File: src/rtl/uart_ctrl_pkg.sv
// Shared types and constants for the UART transmit controller and its arbiter.
// Header byte layout: {HDR_NIBBLE, requester id}.
package uart_ctrl_pkg;

  localparam int MAX_REQ = 16;
  localparam logic [3:0] HDR_NIBBLE = 4'hA;

  typedef enum logic [1:0] {
    IDLE,
    FETCH,
    WAIT_START,
    WAIT_DONE
  } state_t;

  // Highest set bit wins; callers only pass one-hot or zero vectors.
  function automatic logic [3:0] onehot_to_id(input logic [MAX_REQ-1:0] oh);
    logic [3:0] id;
    id = '0;
    for (int i = 0; i < MAX_REQ; i++) begin
      if (oh[i]) id = 4'(i);
    end
    return id;
  endfunction

endpackage

File: src/rtl/uart_tx_arbiter_rr.sv
// Combinational round-robin pick: searches from (last_grant+1) mod NUM_REQ.
// Zero latency, no state; grant is one-hot or all-zero when nothing requests.
module rr_arbiter #(
  parameter int NUM_REQ = 2
) (
  input  logic [NUM_REQ-1:0] req,
  input  logic [3:0]         last_grant,
  output logic [NUM_REQ-1:0] grant
);

  logic [4:0] idx;
  logic       found;

  always_comb begin
    grant = '0;
    found = 1'b0;
    idx   = '0;
    for (int i = 1; i <= NUM_REQ; i++) begin
      idx = 5'(last_grant) + 5'(i);
      if (idx >= 5'(NUM_REQ)) idx = idx - 5'(NUM_REQ);
      for (int j = 0; j < NUM_REQ; j++) begin
        if (!found && req[j] && (idx == 5'(j))) begin
          grant[j] = 1'b1;
          found    = 1'b1;
        end
      end
    end
  end

endmodule

File: src/rtl/uart_tx_arbiter.sv
// Shares one UART transmitter between NUM_REQ byte streams, one whole packet per grant.
// Trigger is registered (one cycle after handshake); requesters only see ready in FETCH while granted.
module uart_tx_arbiter
  import uart_ctrl_pkg::*;
#(
  parameter int NUM_REQ   = 2,
  parameter int HEADER_EN = 1
) (
  input  logic                 clk_in,
  input  logic                 rst_n_in,
  input  logic [NUM_REQ-1:0]   req_valid_in,
  input  logic [8*NUM_REQ-1:0] req_data_in,
  input  logic [NUM_REQ-1:0]   req_last_in,
  output logic [NUM_REQ-1:0]   req_ready_out,
  input  logic                 tx_busy_in,
  output logic                 tx_trigger_out,
  output logic [7:0]           tx_data_out,
  output logic [NUM_REQ-1:0]   grant_out,
  output logic                 active_out
);

  if (NUM_REQ < 1 || NUM_REQ > MAX_REQ) begin : g_bad_cfg
    $error("uart_tx_arbiter: NUM_REQ must be within 1..16");
  end

  state_t               state_q, state_d;
  logic [NUM_REQ-1:0]   grant_q, grant_d;
  logic [3:0]           last_grant_q, last_grant_d;
  logic                 last_q, last_d;
  logic                 trig_q, trig_d;
  logic [7:0]           data_q, data_d;
  logic                 active_q, active_d;

  logic [NUM_REQ-1:0]   arb_grant;
  logic [3:0]           arb_id;
  logic [3:0]           cur_id;
  logic [7:0]           sel_data;
  logic                 sel_last;
  logic                 fetch_hs;

  rr_arbiter #(.NUM_REQ(NUM_REQ)) u_rr (
    .req        (req_valid_in),
    .last_grant (last_grant_q),
    .grant      (arb_grant)
  );

  assign arb_id = onehot_to_id(MAX_REQ'(arb_grant));
  assign cur_id = onehot_to_id(MAX_REQ'(grant_q));

  // Byte and last flag of the current owner.
  always_comb begin
    sel_data = '0;
    sel_last = 1'b0;
    for (int j = 0; j < NUM_REQ; j++) begin
      if (grant_q[j]) begin
        sel_data = req_data_in[8*j +: 8];
        sel_last = req_last_in[j];
      end
    end
  end

  assign fetch_hs = (state_q == FETCH) && |(req_valid_in & grant_q);

  always_comb begin
    state_d      = state_q;
    grant_d      = grant_q;
    last_grant_d = last_grant_q;
    last_d       = last_q;
    trig_d       = 1'b0;
    data_d       = data_q;
    active_d     = active_q;
    case (state_q)
      IDLE: begin
        if (|req_valid_in && !tx_busy_in) begin
          grant_d  = arb_grant;
          active_d = 1'b1;
          if (HEADER_EN != 0) begin
            data_d  = {HDR_NIBBLE, arb_id};
            trig_d  = 1'b1;
            last_d  = 1'b0;
            state_d = WAIT_START;
          end else begin
            state_d = FETCH;
          end
        end
      end
      FETCH: begin
        if (fetch_hs) begin
          data_d  = sel_data;
          last_d  = sel_last;
          trig_d  = 1'b1;
          state_d = WAIT_START;
        end
      end
      // Busy rises one cycle after the trigger; wait for it before looking for the fall.
      WAIT_START: begin
        if (tx_busy_in) state_d = WAIT_DONE;
      end
      WAIT_DONE: begin
        if (!tx_busy_in) begin
          if (last_q) begin
            last_grant_d = cur_id;
            grant_d      = '0;
            active_d     = 1'b0;
            state_d      = IDLE;
          end else begin
            state_d = FETCH;
          end
        end
      end
      default: state_d = IDLE;
    endcase
  end

  always_ff @(posedge clk_in) begin
    if (!rst_n_in) begin
      state_q      <= IDLE;
      grant_q      <= '0;
      last_grant_q <= 4'(NUM_REQ - 1);
      last_q       <= 1'b0;
      trig_q       <= 1'b0;
      data_q       <= 8'h00;
      active_q     <= 1'b0;
    end else begin
      state_q      <= state_d;
      grant_q      <= grant_d;
      last_grant_q <= last_grant_d;
      last_q       <= last_d;
      trig_q       <= trig_d;
      data_q       <= data_d;
      active_q     <= active_d;
    end
  end

  assign req_ready_out  = (state_q == FETCH) ? grant_q : '0;
  assign tx_trigger_out = trig_q;
  assign tx_data_out    = data_q;
  assign grant_out      = grant_q;
  assign active_out     = active_q;

  a_grant_onehot: assert property (@(posedge clk_in) disable iff (!rst_n_in) $onehot0(grant_q));
  a_ready_owner:  assert property (@(posedge clk_in) disable iff (!rst_n_in)
                                   (req_ready_out & ~grant_q) == '0);

endmodule

File: config.mk
export PLATFORM = sky130hd
export DESIGN_NAME = uart_tx_arbiter
export DESIGN_NICKNAME = d
export VERILOG_FILES = /design/src/rtl/uart_ctrl_pkg.sv /design/src/rtl/uart_tx_arbiter_rr.sv /design/src/rtl/uart_tx_arbiter.sv
export SDC_FILE = /design/constraint.sdc
export NUM_CORES = 1
export LEC_CHECK = 0
export BUFFER_PORTS_ARGS = -buffer_cell sky130_fd_sc_hd__buf_2
export CAP_MARGIN = 20
export CORE_MARGIN = 2
export CORE_UTILIZATION = 49
export DETAILED_ROUTE_END_ITERATION = 16
export PLACE_DENSITY = 0.93
export SYNTH_ARGS = -nofsm -noshare
export SYNTH_HDL_FRONTEND = slang
export SYNTH_SLANG_ARGS = --single-unit
File: constraint.sdc
create_clock -name clk_in -period 3.35 [get_ports clk_in]
set_clock_uncertainty 0.05 [all_clocks]
set_input_delay 0.335 -clock clk_in [delete_from_list [all_inputs] [get_ports clk_in]]
set_output_delay 0.335 -clock clk_in [all_outputs]
set_load 0.02 [all_outputs]
==> results of run 1 <==
-- synthesized netlist by cell type (2+ instances only) --
cell,number
or2b_1,2
nand2_1,11
and2_2,2
a21boi_1,9
mux2i_1,2
a22o_1,2
or3_1,6
o311a_1,2
o21ai_0,2
nand3_1,3
buf_6,3
nor2b_1,3
dfxtp_1,16
a22oi_1,7
o21a_1,2
-- critical path: cells and delay by family, from the launching register on --
kind	cells	cell delay, ns
DFF	1	0.51
buffers and inverters	1	0.15
and+or+nand+nor	2	0.44
-- worst max-delay path by stage --
stage	depth (start not counted)	slack, ns	to
global placement	5	1.68	tx_data_out[5]$_SDFFE_PN0P_
floorplan	4	1.93	last_q$_SDFFE_PN0P_
CTS	3	1.58	req_ready_out[1]
finish	3	1.57	req_ready_out[1]
global route	4	1.47	tx_data_out[2]$_SDFFE_PN0P_
detailed placement	5	1.64	tx_data_out[5]$_SDFFE_PN0P_
-- final cells by class --
class	instances	area [µm²]
fill	151	673
multi-input combinational	67	468
sequential	16	320
timing repair buffer	36	180
clock buffer	3	22.5
tap	17	21.3
inverter	1	3.75
-- power by group --
| part | internal, W | switching [W] |
|---|---|---|
| logic | 0.0000349 | 0.0000399 |
| clock network | 0.0000419 | 0.0000614 |
| registers | 0.000198 | 0.00000910 |
-- metrics by stage --
step           power (W)  worst slack (ns)  std cells  utilization (%)  hold WS [ns]
2_1_floorplan   0.000264              1.93         90                -         0.395
3_3_place_gp    0.000283              1.68        137             58.8         0.388
3_5_place_dp    0.000285              1.64        137             58.8         0.391
4_1_cts         0.000384              1.58        140             60.1         0.279
5_1_grt         0.000402              1.47        140             60.1         0.280
6_report        0.000385              1.57        140             60.1         0.275
-- cells by family after synthesis --
kind of cell	after synthesis	synth area share [%]
and+or+nand+nor	33	21.5
buffers and inverters	7	7.76
DFF	16	37.5
AOI/OAI and AO/OA	32	30.9
muxes	2	2.34
-- placed cells by master, fill, tap and decap left out, drive strengths merged, types with 2 or more instances in the layout --
cell type | Yosys | layout
a21boi | 10 | 10
mux2i | 2 | 2
or3 | 6 | 6
clkbuf | 0 | 3
o21ai | 2 | 2
or2b | 2 | 2
o311a | 2 | 2
buf | 4 | 36
and2 | 3 | 3
dfxtp | 16 | 16
nand2 | 11 | 11
a22oi | 8 | 8
o21a | 2 | 2
nand3 | 3 | 3
a22o | 3 | 3
nor2 | 2 | 2
nor2b | 3 | 3
-- sequential cells by signal (all words and copies together), names as in the netlist --
signal	count
tx_data_out	8
state_q	2
last_q	1
grant_out	2
tx_trigger_out	1
last_grant_q	1
active_out	1
-- routing by layer --
metal | vias to the layer above | track usage, %
met5 | - | 0
met4 | 0 | 9.14
met3 | 5 | 3.57
met2 | 32 | 31.8
met1 | 366 | 25.1
li1 | 396 | -
==> results.yml, run 1 <==
finish:
  post-route-cell-area_um2: 1020
  antenna_cells: 0
  drive_gt1_share_pct: 37.4
  nets: 148
  syn2layout_area_growth_pct: 18.9
worst_setup_path:
  critPathArrivalTime_ns: 1.39
  crit_slowest_cell: "dfxtp_1"
  path_cells: "and2b_4 -> and2_2 -> buf_2"
  criticalPathCategory: "reg -> out"
  r2r_start: "state_q[1]$_SDFFE_PN0P_"
  max_stage_delay_ns: 0.51
  r2r_end: "tx_data_out[5]$_SDFFE_PN0P_"
  ff2ff_path_depth: 4
  startpoint: "state_q[1]$_SDFFE_PN0P_"
  regToRegSetupSlack_ns: 1.63
  critPathLaunchType: "flop"
  cp.required_ns: 2.96
  path_max_fanout: 9
  cp-end-kind: "primary output"
hold_path:
  hp-class: "in -> reg"
  min_from: "req_valid_in[1]"
  hold_depth: 3
  min_to: "grant_out[1]$_SDFFE_PN0P_"
yosys:
  ys_seq_area_share_pct: 37.5
  synth_top_area_share_pct: 37.5
  synth_nets: 113
  syn_area_um2: 855
  synth-seq-cells: 16
  synth_warnings: 0
  synthFlopType: "dfxtp_1"
  synth_area_leaders: "dfxtp_1 37%, a21boi_1 7.9%, a22oi_1 6.1%"
  syn_avg_cell_area_um2: 9.50
  async_reset_ff_share_pct: 0
  netlist_instances: 90
  synth_edf_count: 0
  yosysTopAreaCell: "dfxtp_1"
  synth.distinct_cells: 33
global_route:
  grt_pass1_vias: 685
  antenna_found_initial: 0
  grt_pass1_wl_mm: 2.95
  grt_overflow_total: 0
  grt_start_max_net_pins: 20
  track_usage_pct: 19.6
clocking:
  root_buffer: "clkbuf_4"
  numCtsBuffers: 3
  cts.repair.resized: 0
  tritoncts: "yes"
  clkLatencyLatePin_ns: 0.29
  cts_buffer_depth: 2
  cts_hold_buf: 0
  clk_pin_slew_ns: 0.09
  htreeDepth: 1
  clock_sinks: 16
  postCtsSetupBuffers: 0
sta:
  relSlewSlack_pct: 61.1
  max_freq_mhz: 562
  period_share_pct: 53.1
  fin_tns_setup_ns: 0
  fin_crit_ns: 1.78
  worst_slew_pin_slew_ns: 0.582
  finalSetupViolCount: 0
  rsz0062_at_grt: "false"
  finalHoldViolations: 0
  drv_slew: 0
drt:
  top_layer: "met4"
  vias_per_cell: 5.71
  antenna_left: 0
  vias: 799
  route.detailed.drc: 0
  wl_met1_um: 776
  drt_wl_total_mm: 1.90
  wl_met2_um: 982
  drt-initial-drc-count: 13
  firstDrtPassIters: 4
  avgRoutedWirePerCell_um: 13.6
  wl_met3_um: 108
floorplanning:
  die_area_um2: 2090
  io_pins: 37
  initial_core_util_pct: 50.6
  fp.dieH_um: 45.8
  die_w_um: 45.8
  rows: 15
  core_um2: 1690
place:
  gpl.final_weighted_congestion: 0.750
  place_area_um2: 993
  hpwl_mm: 1.36
  io_buffers: 36
pwr:
  powerDensity_nw_per_um2: 379
  power.leakage_nw: 0.479
  irDropWorstVdd_v: 0.000198
run_status:
  status: "finished, final reports clean"
job:
  cap_violations: 0
(Power assumes the default switching activity.)
==> inputs of run 2 (changes only) <==
CORE_UTILIZATION = 45   (was 49)
PLACE_DENSITY = 0.87   (was 0.93)
clock period = 1.9 ns   (was 3.35 ns; I/O delays follow)
==> run 2 against run 1 <==
  * Clock-buffer cell count unchanged
  * Cell count grew 7.9%
  * Sequential power grew 75%
  * Wire length grew 5.7%
  * Total power rose by 77%
  * Utilization decreased by 0.72 points
  * Global-route usage shrank 0.13 points
  * Non-clock buffer count up 3
==> results.yml, run 2 (synthesized netlist as in run 1, its figures left out) <==
run_status:
  status: "finished, final reports clean"
drt:
  antenna_left: 0
  avgRoutedWirePerCell_um: 13.3
  route.detailed.drc: 0
  firstDrtPassIters: 4
  vias: 833
  vias_per_cell: 5.52
  drt_wl_total_mm: 2.01
  drt-initial-drc-count: 19
floorplanning:
  die_w_um: 47.6
  initial_core_util_pct: 48.4
  core_um2: 1760
  io_pins: 37
  fp.dieH_um: 47.6
  die_area_um2: 2260
  rows: 15
worst_setup_path:
  path_max_fanout: 9
  r2r_end: "tx_data_out[2]$_SDFFE_PN0P_"
  r2r_start: "state_q[0]$_SDFFE_PN0P_"
  cp.required_ns: 1.66
  cp-end-kind: "primary output"
  critPathLaunchType: "flop"
  criticalPathCategory: "reg -> out"
  critPathArrivalTime_ns: 1.41
  ff2ff_path_depth: 5
  regToRegSetupSlack_ns: 0.27
finish:
  nets: 151
  largest_register_ffs: 8
  ff_latch_area_um2: 320
  drive_gt1_share_pct: 38.9
  syn2layout_area_growth_pct: 22.7
  multi_input_area_um2: 468
  num-fill-cells: 180
  antenna_cells: 0
  post-route-cell-area_um2: 1050
  final_util_pct: 59.4
  finalNonFillerCells: 151
  final_common_cell: "buf_2"
  final_cell_mix: "36 x buf_2, 16 x dfxtp_1, 11 x nand2_1"
sta:
  setup_slack_ns: 0.250
  fin_tns_setup_ns: 0
  max_freq_mhz: 606
  rsz0062_at_grt: "false"
  finalHoldViolations: 0
  finalSetupViolCount: 0
  drv_slew: 0
  period_share_pct: 86.8
  relSlewSlack_pct: 78.3
  fin_crit_ns: 1.65
  worst_slew_pin_slew_ns: 0.326
hold_path:
  min_to: "grant_out[1]$_SDFFE_PN0P_"
  hold_depth: 3
  min_from: "req_valid_in[1]"
  hp-class: "in -> reg"
clocking:
  cts_buffer_depth: 2
  cts_hold_buf: 0
  root_buffer: "clkbuf_4"
  clkLatencyLatePin_ns: 0.29
  postCtsSetupBuffers: 0
  numCtsBuffers: 3
  cts.repair.resized: 0
  tritoncts: "yes"
  clock_sinks: 16
  clk_pin_slew_ns: 0.09
  htreeDepth: 1
global_route:
  grt_overflow_total: 0
  antenna_found_initial: 0
  grt_start_max_net_pins: 17
  grt_pass1_wl_mm: 3.17
  track_usage_pct: 19.5
  grt_pass1_vias: 801
pwr:
  seq_power_share_pct: 53.2
  power.leakage_nw: 0.494
  clockPowerShare_pct: 26.3
  switching_share_pct: 28.2
  p_comb_share_pct: 20.5
  irDropWorstVdd_v: 0.000341
  powerDensity_nw_per_um2: 650
  internal_power_w: 0.000489
  p_switching_w: 0.000192
place:
  io_buffers: 36
  dp_cells: 148
  hpwl_mm: 1.52
  gpl.final_weighted_congestion: 0.837
  place_area_um2: 1030
  post-place-ws_ns: 0.308
job:
  cap_violations: 0
==> run 2: changes by cell type in the layout (fill, tap and decap cells not counted), sizes merged <==
cell / before / now
buf: 36 / 39
==> run 2: worst max path at each step <==
stage	startpoint	endpoint	slack (ns)	cells past startpoint
after floorplan	grant_out[1]$_SDFFE_PN0P_	last_q$_SDFFE_PN0P_	0.48	4
after global placement	state_q[1]$_SDFFE_PN0P_	tx_data_out[6]$_SDFFE_PN0P_	0.39	5
after detailed placement	state_q[1]$_SDFFE_PN0P_	tx_data_out[2]$_SDFFE_PN0P_	0.31	5
after CTS	state_q[1]$_SDFFE_PN0P_	req_ready_out[0]	0.27	3
after global routing	state_q[0]$_SDFFE_PN0P_	last_q$_SDFFE_PN0P_	0.21	5
final	state_q[1]$_SDFFE_PN0P_	req_ready_out[0]	0.25	3
==> run 2: power groups by stage <==
stage / Combinational, W / Clock [W] / Sequential, W
CTS: 0.000140 / 0.000184 / 0.000362
detailed placement: 0.000140 / 0 / 0.000369
floorplan: 0.0000861 / 0 / 0.000379
global placement: 0.000136 / 0 / 0.000368
global route: 0.000153 / 0.000198 / 0.000364
finish: 0.000140 / 0.000179 / 0.000362
==> run 2: through the flow <==
stage / hold WS (ns) / total power (W)
final: 0.142 / 0.000681
after global routing: 0.155 / 0.000715
after CTS: 0.139 / 0.000686
after detailed placement: 0.393 / 0.000509
after global placement: 0.388 / 0.000505
after floorplan: 0.287 / 0.000465
==> run 2: layer usage <==
metal	vias up	track usage (%)	wire, µm	share of wire (%)
met2	27	34.1	1000	50
met5	-	0	0	0
met4	0	7.57	13	0.65
met1	400	22.4	892	44
li1	404	-	-	-
met3	2	5.66	97	4.8
==> run 2: cell type report <==
type,instances,area share (%)
multi-input cells,67,44.6
flip-flops and latches,16,30.5
repair buffers,39,19.3
well taps,25,2.98
clock buffers,3,2.15
inverters,1,0.358
==> run 2: worst max-delay path: stages, from the launching register on <==
cell and delay [ns]:
dfxtp_1 0.52, and2b_4 0.26, and2_2 0.18, buf_2 0.15
==> inputs of run 3 (changes only) <==
CORE_ASPECT_RATIO = 0.8   (was unset)
CORE_UTILIZATION = 50   (was 45)
PLACE_DENSITY = 0.9   (was 0.87)
SYNTH_HIERARCHICAL = 1   (was unset)
==> run 3 against run 2 <==
  * The run now ends with setup timing left
  * Via count is 44% higher
  * Area after synthesis is 33% higher
  * Flip-flop and latch count stayed put
  * Synthesized cell count is 42% higher
  * Non-clock buffer count is 5 higher
  * Utilization is 11 points higher
  * Clock-buffer cell count is 1 higher
  * Hold slack better by 0.0036 ns
  * Register-to-register slack worse by 0.62 ns
  * Total power is 19% higher
  * Global-route usage is 5.2 points higher
  * Largest cell class unchanged
==> results.yml, run 3 <==
run_status:
  status: "finished, violations left"
  violations: "setup timing"
finish:
  multi_input_area_um2: 867
  final_util_pct: 70.6
  largest_register_ffs: 8
  finalNonFillerCells: 213
  ff_latch_area_um2: 324
  nets: 218
  antenna_cells: 0
  final_common_cell: "buf_2"
  drive_gt1_share_pct: 36.7
  syn2layout_area_growth_pct: 33.7
  post-route-cell-area_um2: 1520
  num-fill-cells: 156
  final_cell_mix: "36 x buf_2, 18 x conb_1, 16 x nand2_1"
yosys:
  synth_common_cells: "17 x nand2_1, 16 x dfxtp_1, 9 x a21boi_1, 7 x a22oi_1, 7 x or3_1"
  syn_area_um2: 1140
  synth_edf_count: 0
  synth.distinct_cells: 44
  synth_area_leaders: "dfxtp_1 28%, ha_1 6.6%, a21boi_1 5.9%"
  synth_most_common_cell: "nand2_1"
  synth_top_area_share_pct: 28.1
  synth-seq-cells: 16
  netlist_instances: 128
  ys_seq_area_share_pct: 28.1
  synth_warnings: 6
  yosysTopAreaCell: "dfxtp_1"
  syn_avg_cell_area_um2: 8.91
  async_reset_ff_share_pct: 0
  synthFlopType: "dfxtp_1"
clocking:
  postCtsSetupBuffers: 0
  clkLatencyLatePin_ns: 0.29
  tritoncts: "yes"
  cts_buffer_depth: 2
  cts_hold_buf: 0
  clk_pin_slew_ns: 0.10
  clock_sinks: 16
  numCtsBuffers: 3
  root_buffer: "clkbuf_4"
  htreeDepth: 1
global_route:
  track_usage_pct: 24.7
  grt_pass1_wl_mm: 4.94
  grt_start_max_net_pins: 17
  antenna_found_initial: 0
  grt_overflow_total: 0
  grt_pass1_vias: 1105
pwr:
  power.leakage_nw: 0.746
  irDropWorstVdd_v: 0.000403
  powerDensity_nw_per_um2: 531
place:
  place_area_um2: 1470
  gpl.final_weighted_congestion: 0.840
  hpwl_mm: 2.30
  dp_cells: 209
  io_buffers: 36
drt:
  top_layer: "met4"
  antenna_left: 0
  route.detailed.drc: 0
  wl_met2_mm: 1.53
  avgRoutedWirePerCell_um: 14.1
  firstDrtPassIters: 4
  wl_met3_um: 177
  drt_wl_total_mm: 3.01
  wl_met1_mm: 1.23
  vias: 1196
  drt-initial-drc-count: 35
  vias_per_cell: 5.62
floorplanning:
  initial_core_util_pct: 52.8
  core_um2: 2160
  fp.dieH_um: 46.7
  io_pins: 37
  rows: 15
  die_area_um2: 2680
  die_w_um: 57.4
sta:
  setup_slack_ns: -0.349
  fin_crit_ns: 2.25
  finalHoldViolations: 0
  max_freq_mhz: 445
  period_share_pct: 118
  drv_slew: 0
  rsz0062_at_grt: "true"
  finalSetupViolCount: 3
worst_setup_path:
  critPathArrivalTime_ns: 2.39
  cp.required_ns: 2.04
  path_max_fanout: 2
  critPathLaunchType: "flop"
  r2r_start: "last_grant_q[0]$_SDFFE_PN1P_"
  startpoint: "last_grant_q[0]$_SDFFE_PN1P_"
  criticalPathCategory: "reg -> reg"
  cp-end-kind: "flop"
hold_path:
  hp-class: "in -> reg"
  min_from: "rst_n_in"
job:
  cap_violations: 0
run 3: changes by cell type after synthesis, moves of 2 or more:
cell / previous run / this run
ha_1: 0 / 6
nand2_1: 11 / 17
inv_1: 1 / 6
nor2_1: 1 / 4
a211oi_1: 0 / 2
and2_1: 1 / 3
and2_2: 2 / 0
o32ai_1: 0 / 2
run 3: worst max-delay path, cell delays in order, from the launching register on:
cell and delay (ns):
dfxtp_4 0.37, inv_4 0.04, ha_4 0.26, inv_2 0.04, ha_4 0.26, nand2_2 0.06
o311a_4 0.36, a211oi_2 0.20, o32ai_2 0.12, nand2_1 0.06, nand2_1 0.05, o311a_1 0.28
run 3: kinds of logic after synthesis:
kind of cell / after synthesis / synth area share, %
flip-flops: 16 / 28.1
multiplexers: 2 / 1.76
buffers and inverters: 11 / 6.04
XOR/XNOR: 1 / 0.769
AND/OR/NAND/NOR: 51 / 24.9
AO/OA/AOI/OAI: 40 / 31.5
other: 1 / 0.329
adder cells (fa/ha/maj): 6 / 6.59
run 3: repair_timing:
action	4_1_cts	5_1_grt
endpoints found under the setup margin	3	3
pin swaps	4	2
cloned	0	0
gates resized for setup	3	0
run 3: through the flow:
stage                     power [W]  hold WS (ns)  TNS (ns)  setup WS (ns)
after CTS                  0.000799         0.146    -0.819         -0.345
after global placement     0.000559         0.386    -0.610         -0.285
after global routing       0.000853         0.143     -1.08         -0.412
after detailed placement   0.000570         0.395    -0.805         -0.342
after floorplan            0.000509         0.293    -0.444         -0.317
final                      0.000809         0.146    -0.865         -0.349
run 3: power breakdown:
group | total, W | switching [W] | leakage (nW) | internal (W)
combinational | 0.000218 | 0.000114 | 0.594 | 0.000104
clock | 0.000231 | 0.000114 | 0.0210 | 0.000117
sequential | 0.000360 | 0.0000128 | 0.130 | 0.000347
total | 0.000809 | 0.000241 | 0.746 | 0.000568
run 3: layout make-up:
class	count	share of cell area (%)
clock buffer	4	2.38
inverter	6	1.64
multi-input combinational	118	56.9
sequential	16	21.3
tap	25	2.05
timing repair buffer	44	15.8
run 3: routing by layer:
layer	GRT usage, %	vias up
met4	9.30	0
met2	43.6	48
met5	0	-
li1	-	568
met1	29.4	571
met3	6.74	9
run 3: worst paths after layout:
| kind | slack [ns] | end | cells past startpoint |
|---|---|---|---|
| max reg2reg | -0.35 | tx_data_out[0]$_SDFFE_PN0P_ | 11 |
| min reg2reg | 0.41 | tx_data_out[2]$_SDFFE_PN0P_ | 2 |
| min | 0.15 | last_grant_q[0]$_SDFFE_PN1P_ | 2 |
| max | -0.35 | tx_data_out[0]$_SDFFE_PN0P_ | 11 |
